### src/rtl/soc_noc_packet_receiver.sv
// Store-and-forward NoC packet sink: flits are buffered speculatively and a packet
// becomes visible downstream only once its last flit has been committed.
module soc_noc_packet_receiver #(
  parameter int FLIT_WIDTH  = 32,
  parameter int DEPTH       = 16,
  parameter int MAX_PKT_LEN = 8,
  parameter int DEST_WIDTH  = 5
) (
  input  logic                     clk,
  input  logic                     rst,
  input  logic [FLIT_WIDTH-1:0]    in_flit,
  input  logic                     in_last,
  input  logic                     in_valid,
  output logic                     in_ready,
  output logic [FLIT_WIDTH-1:0]    out_flit,
  output logic                     out_last,
  output logic                     out_valid,
  input  logic                     out_ready,
  output logic [DEST_WIDTH-1:0]    out_dest,
  output logic [$clog2(DEPTH):0]   pkt_count,
  output logic [7:0]               drop_count,
  output logic                     overflow
);

  localparam int AW = $clog2(DEPTH);
  localparam int PW = AW + 1;
  localparam int LW = $clog2(MAX_PKT_LEN + 1);

  typedef enum logic [1:0] {IDLE, RECV, DROP} state_t;

  state_t                  r_state;
  logic [PW-1:0]           r_wr_ptr;
  logic [PW-1:0]           r_cm_ptr;
  logic [PW-1:0]           r_rd_ptr;
  logic [LW-1:0]           r_len;
  logic [PW-1:0]           r_pkt_count;
  logic [7:0]              r_drop_count;
  logic                    r_overflow;
  logic                    r_at_head;
  logic [DEST_WIDTH-1:0]   r_dest_hold;
  logic [FLIT_WIDTH:0]     r_mem [DEPTH];

  logic [PW-1:0]           w_fill_spec;
  logic [LW-1:0]           w_len_next;
  logic [FLIT_WIDTH:0]     w_rd_entry;
  logic                    w_in_fire;
  logic                    w_out_fire;
  logic                    w_store;
  logic                    w_commit;
  logic                    w_pkt_done;

  assign w_fill_spec = r_wr_ptr - r_rd_ptr;
  assign w_len_next  = r_len + LW'(1);
  assign w_rd_entry  = r_mem[r_rd_ptr[AW-1:0]];
  assign w_in_fire   = in_valid && in_ready;
  assign w_out_fire  = out_valid && out_ready;
  assign w_store     = w_in_fire && (r_state != DROP);
  assign w_commit    = w_store && in_last;
  assign w_pkt_done  = w_out_fire && w_rd_entry[FLIT_WIDTH];

  // Space is judged on the pre-read fill; a read in the same cycle frees room only next cycle.
  assign in_ready   = !rst && ((r_state == DROP) || (w_fill_spec < PW'(DEPTH)));
  assign out_valid  = (r_pkt_count != '0);
  assign out_flit   = w_rd_entry[FLIT_WIDTH-1:0];
  assign out_last   = w_rd_entry[FLIT_WIDTH];
  assign out_dest   = r_at_head ? w_rd_entry[FLIT_WIDTH-1 -: DEST_WIDTH] : r_dest_hold;
  assign pkt_count  = r_pkt_count;
  assign drop_count = r_drop_count;
  assign overflow   = r_overflow;

  // NOTE: the flit store has no reset; pointers alone define which entries are meaningful.
  always_ff @(posedge clk) begin
    if (w_store) r_mem[r_wr_ptr[AW-1:0]] <= {in_last, in_flit};
  end

  // NOTE: all state updates use <= so every branch sees the pre-edge values of its peers.
  always_ff @(posedge clk) begin
    if (rst) begin
      r_state      <= IDLE;
      r_wr_ptr     <= '0;
      r_cm_ptr     <= '0;
      r_rd_ptr     <= '0;
      r_len        <= '0;
      r_pkt_count  <= '0;
      r_drop_count <= '0;
      r_overflow   <= 1'b0;
      r_at_head    <= 1'b1;
      r_dest_hold  <= '0;
    end else begin
      case (r_state)
        IDLE, RECV: begin
          if (w_in_fire) begin
            if (in_last) begin
              r_wr_ptr <= r_wr_ptr + PW'(1);
              r_cm_ptr <= r_wr_ptr + PW'(1);
              r_len    <= '0;
              r_state  <= IDLE;
            end else if (w_len_next == LW'(MAX_PKT_LEN)) begin
              // Oversized packet: rewind to the commit point and swallow the rest.
              r_wr_ptr <= r_cm_ptr;
              r_len    <= '0;
              r_state  <= DROP;
            end else begin
              r_wr_ptr <= r_wr_ptr + PW'(1);
              r_len    <= w_len_next;
              r_state  <= RECV;
            end
          end
        end
        DROP: begin
          if (w_in_fire && in_last) begin
            if (r_drop_count != 8'hFF) r_drop_count <= r_drop_count + 8'd1;
            r_overflow <= 1'b1;
            r_state    <= IDLE;
          end
        end
        default: r_state <= IDLE;
      endcase

      if (w_out_fire) begin
        r_rd_ptr  <= r_rd_ptr + PW'(1);
        r_at_head <= w_rd_entry[FLIT_WIDTH];
        if (r_at_head) r_dest_hold <= w_rd_entry[FLIT_WIDTH-1 -: DEST_WIDTH];
      end

      case ({w_commit, w_pkt_done})
        2'b10:   r_pkt_count <= r_pkt_count + PW'(1);
        2'b01:   r_pkt_count <= r_pkt_count - PW'(1);
        default: r_pkt_count <= r_pkt_count;
      endcase
    end
  end

endmodule

### config.mk
export PLATFORM = sky130hd
export DESIGN_NAME = soc_noc_packet_receiver
export DESIGN_NICKNAME = d
export VERILOG_FILES = /design/src/rtl/soc_noc_packet_receiver.sv
export SDC_FILE = /design/constraint.sdc
export NUM_CORES = 1
export LEC_CHECK = 0
export ABC_AREA = 1
export CORE_ASPECT_RATIO = 1.75
export CORE_MARGIN = 4
export CORE_UTILIZATION = 55
export CTS_CLUSTER_DIAMETER = 150
export DETAILED_ROUTE_END_ITERATION = 8
export GPL_TIMING_DRIVEN = 0
export PLACE_DENSITY = 0.75
export SYNTH_ARGS = -nofsm -noshare
export SYNTH_HDL_FRONTEND = slang
export SYNTH_SLANG_ARGS = --single-unit
### constraint.sdc
create_clock -name clk -period 4.9 [get_ports clk]
set_clock_uncertainty 0.05 [all_clocks]
set_input_delay 0.735 -clock clk [delete_from_list [all_inputs] [get_ports clk]]
set_output_delay 0.735 -clock clk [all_outputs]
set_load 0.05 [all_outputs]
## Word level (Yosys, flattened, before mapping)

Memory sizes are Yosys's and may differ from the RTL's. A register that Yosys moved wholly into a read port is not among the register bits.
Cells that the tools add are included.

| word-level totals | value |
|---|---|
| logic and storage cells | 61 |
| memories kept | 1 |
| RAM bits | 528 |
| register bits after elaboration | 41 |

| operators by class | value |
|---|---|
| reduce and logical (&&, ||, !) cells | 18 |
| muxes and demuxes | 15 |
| equal/unequal tests | 9 |
| $lt $le $gt $ge | 1 |
| add/subtract/negate cells | 7 |

Memories:

| name | depth | bits a word | read ports | clocked after Yosys merged registers in | write ports | RTL line | RTL |
|---|---|---|---|---|---|---|---|
| r_mem | 16 | 33 | 1 | 1 | 1 | 41 | `logic [FLIT_WIDTH:0] r_mem [DEPTH];` |

Operator list:

| cell | number |
|---|---|
| $mux 4 | 4 |
| $add 5x1->5 const B | 3 |
| $mux 5 | 3 |
| $pmux 5 s2 | 1 |
| $add 8x1->8 const B | 1 |
| $mux 2 | 4 |
| $ne 8x8->1 const B | 1 |
| $logic_and 1x1->1 | 7 |
| $reduce_and 2->1 | 3 |
| $reduce_and 3->1 | 2 |
| $lt 5x5->1 const B | 1 |
| $reduce_bool 5->1 | 1 |
| $sub 5x1->5 const B | 1 |
| $sub 5x5->5 | 1 |
| $add 4x1->4 const B | 1 |
| $eq 2x1->1 const B | 2 |
| $eq 2x2->1 const B | 2 |
| $eq 4x4->1 const B | 1 |
| $ne 2x2->1 const B | 2 |
| $pmux 2 s2 | 1 |
| $logic_not 2->1 | 1 |
| $mux 1 | 2 |
| $ne 2x1->1 const B | 1 |
| $reduce_bool 2->1 | 1 |
| 3 further kinds | 3 |

## Longest topological paths before layout

Gate-level depths: netlist of the first run.

| depth | value |
|---|---|
| word-level depth | 9 |
| depth in mapped cells | 20 |
| mapped depth without buffers | 20 |

## Least setup slack after synthesis of the first run

OpenSTA, ideal clock, no wires.

| path | value |
|---|---|
| path kind | register to register |
| start point | register r_pkt_count[0], in the netlist pkt_count[0] |
| end point | register r_pkt_count[4], in the netlist pkt_count[4] |
| path buffers | 1 |
| library setup time | 0.122 ns |
| setup slack | 1.472 ns |
| clock period less this slack | 3.428 ns |
| data arrival time | 3.256 ns |
| cell stages (with the launch flop) | 17 |
| path through | dfxtp_1 -> inv_1 -> nand3_1 -> nand2_1 -> inv_1 -> clkbuf_1 -> nand2_1 -> inv_1 -> ha_1 -> ha_1 -> a21o_1 -> a21oi_1 -> inv_1 -> a21oi_1 -> o21ai_0 -> o21ai_0 -> a21oi_1 |

| between the ends | value |
|---|---|
| longest elaborated chain between the ends | 5 |
| elaborated cells on any way between the ends | 9 |
| those cells by class | add/sub: 2; eq/ne: 2; mux: 1; reduce/logical: 4 |

RTL lines:

| what | RTL line | RTL |
|---|---|---|
| start: declaration | 36 | `logic [PW-1:0] r_pkt_count;` |
| start signal: assignment | 127 | `2'b10: r_pkt_count <= r_pkt_count + PW'(1);` |
| start signal: assignment | 128 | `2'b01: r_pkt_count <= r_pkt_count - PW'(1);` |
| start signal: assignment | 129 | `default: r_pkt_count <= r_pkt_count;` |
| $reduce_bool 5->1 (*) | 63 | `assign out_valid = (r_pkt_count != '0);` |
| named net out_valid | 17 | `output logic out_valid,` |
| $logic_and 1x1->1 (*) | 56 | `assign w_out_fire = out_valid && out_ready;` |
| $logic_and 1x1->1 (*) | 59 | `assign w_pkt_done = w_out_fire && w_rd_entry[FLIT_WIDTH];` |
| $eq 2x1->1 / $eq 2x2->1 (equally long branches) | 126 | `case ({w_commit, w_pkt_done})` |
| $pmux 5 s2 / $reduce_bool 2->1 (equally long branches) | -- |  |

Mark *: on every way through the listed nets, which the timed path passes. The rest lies on a longest branch.
A chain may end at the register's enable or synchronous reset.

==> summary.txt, run 1 <==
status: completed
Post-synth EDFFs: 528
DP Area: 25,520 um2
global route overflow: 0
largest net degree at the start of global routing: 24
ys async rst share: 0%
global routing met1 resource utilization: 30.27%
Top-Level Pins: 91
kind of critical path: reg2out
worst setup margin: 0.2068 ns
MaxCap Viol Count: 0
main combinational cell family by area after synthesis: compound AO/OA/AOI/OAI gates
Fillers: 2,937
Final Cycle Share: 95.78%
Initial DRC Count: 1,899
H-Tree Depth: 2
non-filler cells, final: 2,514
top cell family by delay on the critical path: buffers and inverters
mux contribution to synthesized area: 4.774%
Area Growth Syn to Fin: 14.97%
Simple-Gate Fraction of Synth Area: 5.216%
WL final: 64,190 um
Tmin final: 4.693 ns
RSZ-0062 raised after global routing: no
core box area: 41,990 um2
Post-synth top flop: edfxtp_1
placed cell count: 2,429
Post-Syn Area: 23,480 um2
crit end category: output port
CTS Buffer Depth: 3
initial core utilization: 55.93%
# Post-CTS Setup Buffers: 0
buffer and inverter count on the worst path: 5
die height: 281.4 um
DRC Markers: 0
Yosys top cell area share: 67.52%
routability-driven placement congestion ratio: 0.8612
design area: 27,000 um2
Hold Fails Final Rpt: 0
Clock Latency Late Sink: 0.57 ns
IO Port Bufs: 90
crit path cell chain: clkbuf_1 > inv_1 > buf_2 > buf_1 > nand3_1 > nand2_1 > clkdlybuf4s50_1
post-placement setup slack: 0.7007 ns
crit path launch type: flop
top post-synthesis cells by area: edfxtp_1, mux2i_1, o211ai_1
maximum VDD drop: 0.5351 mV
Yosys reg bits: 573
Root Buffer: clkbuf_16
first-pass GRT wire length: 93,220 um
CP Max Fanout: 10
Post-synth top cells: edfxtp_1, inv_1, o21ai_0
TritonRoute pass-1 iters: 6
Post-Synth Adder-Cell Area: 0.8844%
leak pwr: 9.204 nW
endpoints failing setup: 0
GRT busiest layer: met2
post-synthesis sequential area ratio: 71.35%
max-slew violation count: 0
vias in the first global route: 15,434
Global Route met3 Usage: 3.876%
worst path arrival time: 3.91 ns
Routed WL per cell: 25.53 um
CTS tree: done
Slowest cell on crit path: buf_1
average vias per placed instance: 6.077
WP data required: 4.12 ns
power consumption: 13.63 mW
GR Util met2: 51.05%
die width: 164.2 um
Multi-input gate area: 5535 um2
share of cells above drive strength 1: 8.836%
FMAX: 213.1 MHz
Least-Margin Pin Slew: 1.112 ns
Syn Nets: 1,821
Synth Instances: 1,768
power per cell area: 504.7 nW/um2
Synth Area in Compound Gates: 11.99%
row count: 99
worst min path class: reg2reg
FF+latch area: 16,760 um2
Worst-path clk slew: 0.06 ns
die area: 46,200 um2
CTS Sinks: 573
Critical Path Max Stage Delay: 0.86 ns
Post-Syn Area per Cell: 13.28 um2
antenna-violating nets left: 0
detailed placement HPWL: 42,420 um
fin util: 64.29%
global-route usage over all layers: 27.61%
Inserted Clock Buffers: 47
YS warnings: 0
post-synth cell types: 37
XOR/XNOR Fraction of Synth Area: 0.2984%
initial antenna violation count: 1
most numerous cell in the Yosys netlist: edfxtp_1
max_slew headroom: 25.87%
Synth area leader: edfxtp_1
Final #Nets: 1,976
vias after detailed routing: 15,277
-- worst paths after layout --
check                                            from                        end  slack [ns]  depth (start not counted)
worst min register to register  overflow$_SDFFE_PP0P_      overflow$_SDFFE_PP0P_        0.42                          1
worst max register to register                   flop  pkt_count[4]$_SDFFE_PP0P_        1.38                         16
worst max-delay path                             flop                out_flit[4]        0.21                          7
worst min-delay path            overflow$_SDFFE_PP0P_      overflow$_SDFFE_PP0P_        0.42                          1
-- area by class of cell --
class	instances	area share [%]
well taps	555	2.572
inverters	195	2.711
multi-input cells	896	20.50
plain buffers	104	2.090
diodes	1	0.009269
clock inverters	19	0.3754
flip-flops and latches	573	62.06
repair buffers	106	4.607
clock buffers	65	5.070
-- power breakdown --
part	internal [mW]	switching, mW	leakage (nW)	total, mW
Combinational	1.36	3.03	3.37	4.39
Sequential	5.52	0.0845	5.12	5.60
Clock	1.96	1.68	0.719	3.64
Total	8.83	4.79	9.20	13.6
-- cells in the final DEF (no fill, tap or decap), types with 50 or more instances in the layout --
master             n
edfxtp_1         528
inv_1            190
o21ai_0          166
a21oi_1          162
o211ai_1         132
nand2_1          118
mux2i_1          112
clkdlybuf4s50_1   90
nand3_1           73
clkbuf_16         51
clkbuf_1          50
-- repair_timing --
item | 4_1_cts | 5_1_grt
resized for setup | 0 | 7
hold buffers | 0 | 0
endpoints found under the setup margin | 0 | 9
-- worst register-to-register path: stages, from the launching register on --
cell and delay [ns]:
dfxtp_1 0.37, inv_1 0.09, clkbuf_1 0.76, o211ai_1 0.19, nand3_1 0.13, nand2_1 0.15, nand2_1 0.12, inv_1 0.05
ha_1 0.27, fa_1 0.43, a21o_1 0.18, a21oi_1 0.11, inv_1 0.06, a21oi_1 0.10, o21ai_0 0.11, o21ai_0 0.17
a21oi_1 0.06
-- stage by stage --
stage	hold WS, ns	TNS (ns)
after detailed placement	0.4064	0
after CTS	0.4269	0
after floorplan	0.3926	0
after global placement	0.4012	-78.34
final	0.4211	0
after global routing	0.4477	0
-- logic make-up after synthesis --
| logic type | Yosys count |
|---|---|
| flops | 573 |
| compound gates | 492 |
| buf+inv | 299 |
| simple gates | 268 |
| mux | 112 |
| fa+ha+maj | 16 |
| xor+xnor | 8 |
-- state kept, by name, summed over array words and instances (netlist names), named ones only --
register and flops:
r_rd_ptr 5, drop_count 8, r_dest_hold 5, r_mem 528, r_at_head 1, overflow 1, r_cm_ptr 5, pkt_count 5
r_len 4, r_wr_ptr 5, r_state 2
-- metal layers --
metal	vias to the layer above	wire, um
met5	-	0
met4	0	4012
met3	235	4983
met2	877	34310
met1	7396	20890
li1	6769	-
Note: power is estimated with default switching activity, not from simulation.
==> inputs of run 2 (changes only) <==
- CORE_MARGIN: 4 -> 2
==> run 2 against run 1 <==
- wire length increased by 2.7%
- sequential power about the same
- clock-buffer cell count unchanged
- final cell count increased by 0.20%
- register-to-register slack got worse by 0.04 ns
- total power increased by 0.37%
- combinational power increased by 0.9%
- core utilization decreased by 0.50 points
- largest power group unchanged
==> summary.txt, run 2 (same netlist as run 1, synthesis figures left out) <==
crit path launch type: flop
setup_tns: 0 ns (unchanged)
Sw Ratio: 35.56% (+0.38 points)
# hold bufs at CTS: 0 (unchanged)
CTS tree: done
design area: 26,980 um2 (about the same)
# Post-CTS Setup Buffers: 0 (unchanged)
routability-driven placement congestion ratio: 0.8904 (+3.4%)
vias after detailed routing: 15,596 (+2.1%)
CTS resizes: 1 (+1)
average vias per placed instance: 6.191 (+1.9%)
initial antenna violation count: 0 (-1)
Root Buffer: clkbuf_16
fin util: 63.79% (-0.50 points)
Hold Slack: 0.4292 ns (+0.008017 ns)
worst path arrival time: 3.97 ns (+0.06 ns)
RSZ-0062 raised after global routing: no
TritonRoute pass-1 iters: 6 (unchanged)
Initial DRC Count: 1,791 (-5.7%)
detailed placement HPWL: 43,360 um (+2.2%)
most frequent cells in the layout: edfxtp_1, inv_1, o21ai_0
share of power burned in registers: 41.0% (about the same)
CP Max Fanout: 10 (unchanged)
antenna-violating nets left: 0 (unchanged)
die width: 160.2 um (-2.4%)
largest net degree at the start of global routing: 23 (-4.2%)
FMAX: 210.4 MHz (-1.3%)
DRC Markers: 0 (unchanged)
Worst-path clk slew: 0.07 ns (about the same)
kind of critical path: reg2out
non-filler cells, final: 2,519 (+0.20%)
Routed WL per cell: 26.16 um (+2.5%)
maximum VDD drop: 0.6642 mV (+24%)
Hold Fails Final Rpt: 0 (unchanged)
global route overflow: 0 (unchanged)
Comb power frac: 32.4% (+0.2 points)
first-pass GRT wire length: 95,820 um (+2.8%)
number of flip-flops in the largest register: 528 (unchanged)
Internal: 8.812 mW (-0.22%)
Top-Level Pins: 91 (unchanged)
CTS Sinks: 573 (unchanged)
Tmin final: 4.754 ns (+0.06076 ns)
vias in the first global route: 15,799 (+2.4%)
Final #Nets: 1,976 (unchanged)
endpoints failing setup: 0 (unchanged)
MaxCap Viol Count: 0 (unchanged)
Least-Margin Pin Slew: 1.045 ns (-0.06685 ns)
die area: 44,430 um2 (-3.8%)
status: completed
leak pwr: 9.186 nW (-0.19%)
WP data required: 4.12 ns (about the same)
H-Tree Depth: 2 (unchanged)
n_diodes: 0 (-1)
Clock power frac: 26.7% (about the same)
initial core utilization: 55.53% (-0.40 points)
die height: 277.4 um (-1.4%)
placed cell count: 2,435 (+0.25%)
Area Growth Syn to Fin: 14.88% (about the same)
most common cell after layout, fill and taps aside: edfxtp_1
crit end category: output port
row count: 100 (+1.0%)
WL final: 65,910 um (+2.7%)
power per cell area: 506.9 nW/um2 (+0.44%)
Final Cycle Share: 97.02% (+1.2 points)
share of cells above drive strength 1: 8.733% (-0.10 points)
DP Area: 25,520 um2 (about the same)
IO Port Bufs: 90 (unchanged)
Clock Latency Late Sink: 0.58 ns (about the same)
max_slew headroom: 30.33% (+4.5 points)
max-slew violation count: 0 (unchanged)
CTS Buffer Depth: 3 (unchanged)
Inserted Clock Buffers: 47 (unchanged)
global-route usage over all layers: 29.43% (+1.8 points)
Sw Pwr: 4.863 mW (+1.4%)
worst min path class: reg2reg
core box area: 42,290 um2 (+0.71%)
## run 2: changes by cell type in the layout (fill, tap and decap cells not counted), sizes merged
cell / previous run / this run
clkdlybuf4s15: 1 / 0
buf: 77 / 78
inv: 198 / 197
bufinv: 0 / 1
diode: 1 / 0
## run 2: per-stage QoR
| step | power, mW | setup slack (ns) |
|---|---|---|
| detailed placement | 10.08 | 0.5821 |
| finish | 13.68 | 0.1460 |
| global route | 14.12 | 0.2147 |
| CTS | 13.65 | 0.2683 |
| global placement | 9.945 | -0.6270 |
| floorplan | 8.472 | 1.472 |
## run 2: metal layers
layer	wire length, um	vias up	track usage (%)
li1	-	6772	-
met1	20930	7643	31.47
met2	35630	929	55.49
met3	5401	252	3.828
met4	3944	0	16.33
met5	0	-	0
## run 2: critical path, cell delays in order (launching register included)
cell and delay, ns:
dfxtp_1 0.32, clkbuf_1 0.39, clkbuf_2 0.53, buf_1 0.81
nand3_1 0.32, nand2_1 0.19, clkdlybuf4s50_1 0.82
## run 2: worst paths after layout
check                        startpoint                         to  slack [ns]  depth (start not counted)
setup / recovery                   flop                out_flit[5]        0.15                          6
hold / removal    r_len[3]$_SDFFE_PP0P_      r_len[3]$_SDFFE_PP0P_        0.43                          2
setup reg to reg                   flop  pkt_count[4]$_SDFFE_PP0P_        1.34                         15
hold reg to reg   r_len[3]$_SDFFE_PP0P_      r_len[3]$_SDFFE_PP0P_        0.43                          2
## run 2: final cells by class
type                    instances  area, um2
multi-input cells             896       5535
well taps                     561      701.9
clock inverters                19      136.4
repair buffers                106       1244
flip-flops and latches        573      16760
fillers                      3120      15310
plain buffers                 104      556.8
clock buffers                  65       1316
inverters                     195      732.0
## run 2: power groups by stage
| stage | Clock, mW | Combinational (mW) | Sequential [mW] |
|---|---|---|---|
| 2_1_floorplan | 0 | 2.74 | 5.73 |
| 3_3_place_gp | 0 | 4.24 | 5.71 |
| 6_report | 3.64 | 4.43 | 5.60 |
| 4_1_cts | 3.65 | 4.40 | 5.60 |
| 5_1_grt | 3.83 | 4.67 | 5.61 |
| 3_5_place_dp | 0 | 4.38 | 5.70 |
==> inputs of run 3 (changes only) <==
- GPL_TIMING_DRIVEN: 0 -> not set
==> run 3 against run 2 <==
- worst hold slack improved by 0.014 ns
- first-iteration DRC count is 24% lower
- design area decreased by 1.2%
- combinational power shrank 13%
- critical path depth is the same
- flip-flop and latch count is the same
- register-to-register slack got worse by 0.12 ns
- clock-buffer cell count fell by 10
- total power fell by 2.2%
- maximum frequency grew 11%
- highest routed layer unchanged
==> summary.txt, run 3 (same netlist as run 1, synthesis figures left out) <==
status: completed
DP Area: 25,050 um2 (-1.9%)
most frequent cells in the layout: edfxtp_1, inv_1, o21ai_0
Slowest cell on crit path: clkdlybuf4s50_1
number of flip-flops in the largest register: 528 (unchanged)
Worst-path clk slew: 0.07 ns (about the same)
maximum VDD drop: 0.5756 mV (-13%)
Critical Path Max Stage Delay: 0.82 ns (about the same)
Root Buffer: clkbuf_16
buffer and inverter count on the worst path: 2 (-2)
CP Max Fanout: 70 (+60)
worst min path class: reg2reg
Top-Level Pins: 91 (unchanged)
# Post-CTS Setup Buffers: 0 (unchanged)
kind of critical path: reg2out
Multi-input gate area: 5535 um2 (unchanged)
CTS tree: done
global-route usage over all layers: 23.34% (-6.1 points)
endpoints failing setup: 0 (unchanged)
crit path launch type: flop
post-placement setup slack: 0.9818 ns (+0.3998 ns)
first-pass GRT wire length: 80,070 um (-16%)
Tmin final: 4.277 ns (-0.4771 ns)
antenna-violating nets left: 0 (unchanged)
Final #Nets: 1,894 (-4.1%)
met2 wire len: 27,770 um (-22%)
die height: 277.4 um (unchanged)
worst hold stages: 1 (-1)
vias in the first global route: 14,450 (-8.5%)
max_slew headroom: 47.00% (+17 points)
Routed WL per cell: 21.29 um (-19%)
Hold Fails Final Rpt: 0 (unchanged)
row count: 100 (unchanged)
global route overflow: 0 (unchanged)
crit path cell chain: buf_4 > mux2i_1 > o211ai_1 > nand3_1 > nand2_1 > clkdlybuf4s50_1
H-Tree Depth: 2 (unchanged)
largest net degree at the start of global routing: 101 (+340%)
Area Growth Syn to Fin: 13.46%
max-slew violation count: 0 (unchanged)
leak pwr: 8.981 nW (-2.2%)
most common cell after layout, fill and taps aside: edfxtp_1
MaxCap Viol Count: 0 (unchanged)
met1 WL: 19,560 um (-6.5%)
WP depth: 6 (unchanged)
CTS Buffer Depth: 3 (unchanged)
WP data required: 4.12 ns (about the same)
average vias per placed instance: 5.807 (-6.2%)
CTS resizes: 0 (-1)
WL final: 51,970 um (-21%)
Initial DRC Count: 1,368 (-24%)
R2R Setup Slk: 1.22 ns (-0.12 ns)
Hold Slack: 0.4434 ns (+0.01426 ns)
Fillers: 3,189 (+2.2%)
initial antenna violation count: 1 (+1)
Inserted Clock Buffers: 47 (unchanged)
design area: 26,640 um2 (-1.2%)
setup_tns: 0 ns (unchanged)
wire length on met3: 3154 um (-42%)
Final Cycle Share: 87.28% (-9.7 points)
FMAX: 233.8 MHz (+11%)
Clock Latency Late Sink: 0.57 ns (about the same)
highest metal used: met4
RSZ-0062 raised after global routing: no
worst path arrival time: 3.49 ns (-0.48 ns)
TritonRoute pass-1 iters: 6 (unchanged)
IO Port Bufs: 90 (unchanged)
CTS Sinks: 573 (unchanged)
die width: 160.2 um (unchanged)
reg2reg path depth: 16 (+1)
Hold Crit Start: r_rd_ptr[4]$_SDFFE_PP0P_
vias after detailed routing: 14,176 (-9.1%)
Least-Margin Pin Slew: 0.7950 ns (-0.2500 ns)
FF-to-FF End: pkt_count[4]$_SDFFE_PP0P_
die area: 44,430 um2 (unchanged)
detailed placement HPWL: 30,410 um (-30%)
share of cells above drive strength 1: 8.032% (-0.70 points)
FF+latch area: 16,770 um2 (about the same)
initial core utilization: 55.53% (unchanged)
crit path capture: out_flit[9]
# hold bufs at CTS: 0 (unchanged)
fin util: 63.00% (-0.79 points)
top cell family by delay on the critical path: buffers and inverters
worst setup margin: 0.6231 ns (+0.4771 ns)
crit end category: output port
DRC Markers: 0 (unchanged)
core box area: 42,290 um2 (unchanged)
n_diodes: 0 (unchanged)
routability-driven placement congestion ratio: 0.7809 (-12%)
power per cell area: 502.2 nW/um2 (-0.93%)
## run 3: cell types whose count changed in the layout (fill, tap and decap cells not counted), sizes merged
cell and delta:
clkinvlp +4, clkinv +5, bufinv +5, buf -40
clkbuf -52
## run 3: per-stage QoR
step / power (mW) / cells
final: 13.38 / 2441
after global routing: 13.91 / 2441
after CTS: 13.43 / 2441
after detailed placement: 9.598 / 2353
after global placement: 9.521 / 2353
after floorplan: 8.472 / 1768
## run 3: how the worst min path moves through the flow
stage | to
after global placement | overflow$_SDFFE_PP0P_
after CTS | r_cm_ptr[0]$_SDFFE_PP0P_
after detailed placement | overflow$_SDFFE_PP0P_
after floorplan | r_rd_ptr[4]$_SDFFE_PP0P_
final | r_rd_ptr[4]$_SDFFE_PP0P_
after global routing | r_rd_ptr[4]$_SDFFE_PP0P_
## run 3: final cells by class
class | count | area share (%)
Timing Repair Buffer | 128 | 4.921
Inverter | 195 | 2.752
Clock inverter | 33 | 1.376
Clock buffer | 55 | 4.607
Multi-Input combinational cell | 896 | 20.77
Tap cell | 561 | 2.634
Sequential cell | 573 | 62.94
## run 3: power by group
part / internal, mW / total (mW) / switching (mW)
registers: 5.52 / 5.66 / 0.139
clock network: 2.14 / 3.87 / 1.73
logic: 1.23 / 3.85 / 2.62
total: 8.90 / 13.4 / 4.48
## run 3: layer usage
metal / track usage, % / vias up
met2: 42.57 / 534
li1: - / 6599
met3: 3.020 / 111
met4: 8.547 / 0
met1: 28.30 / 6932
met5: 0 / -
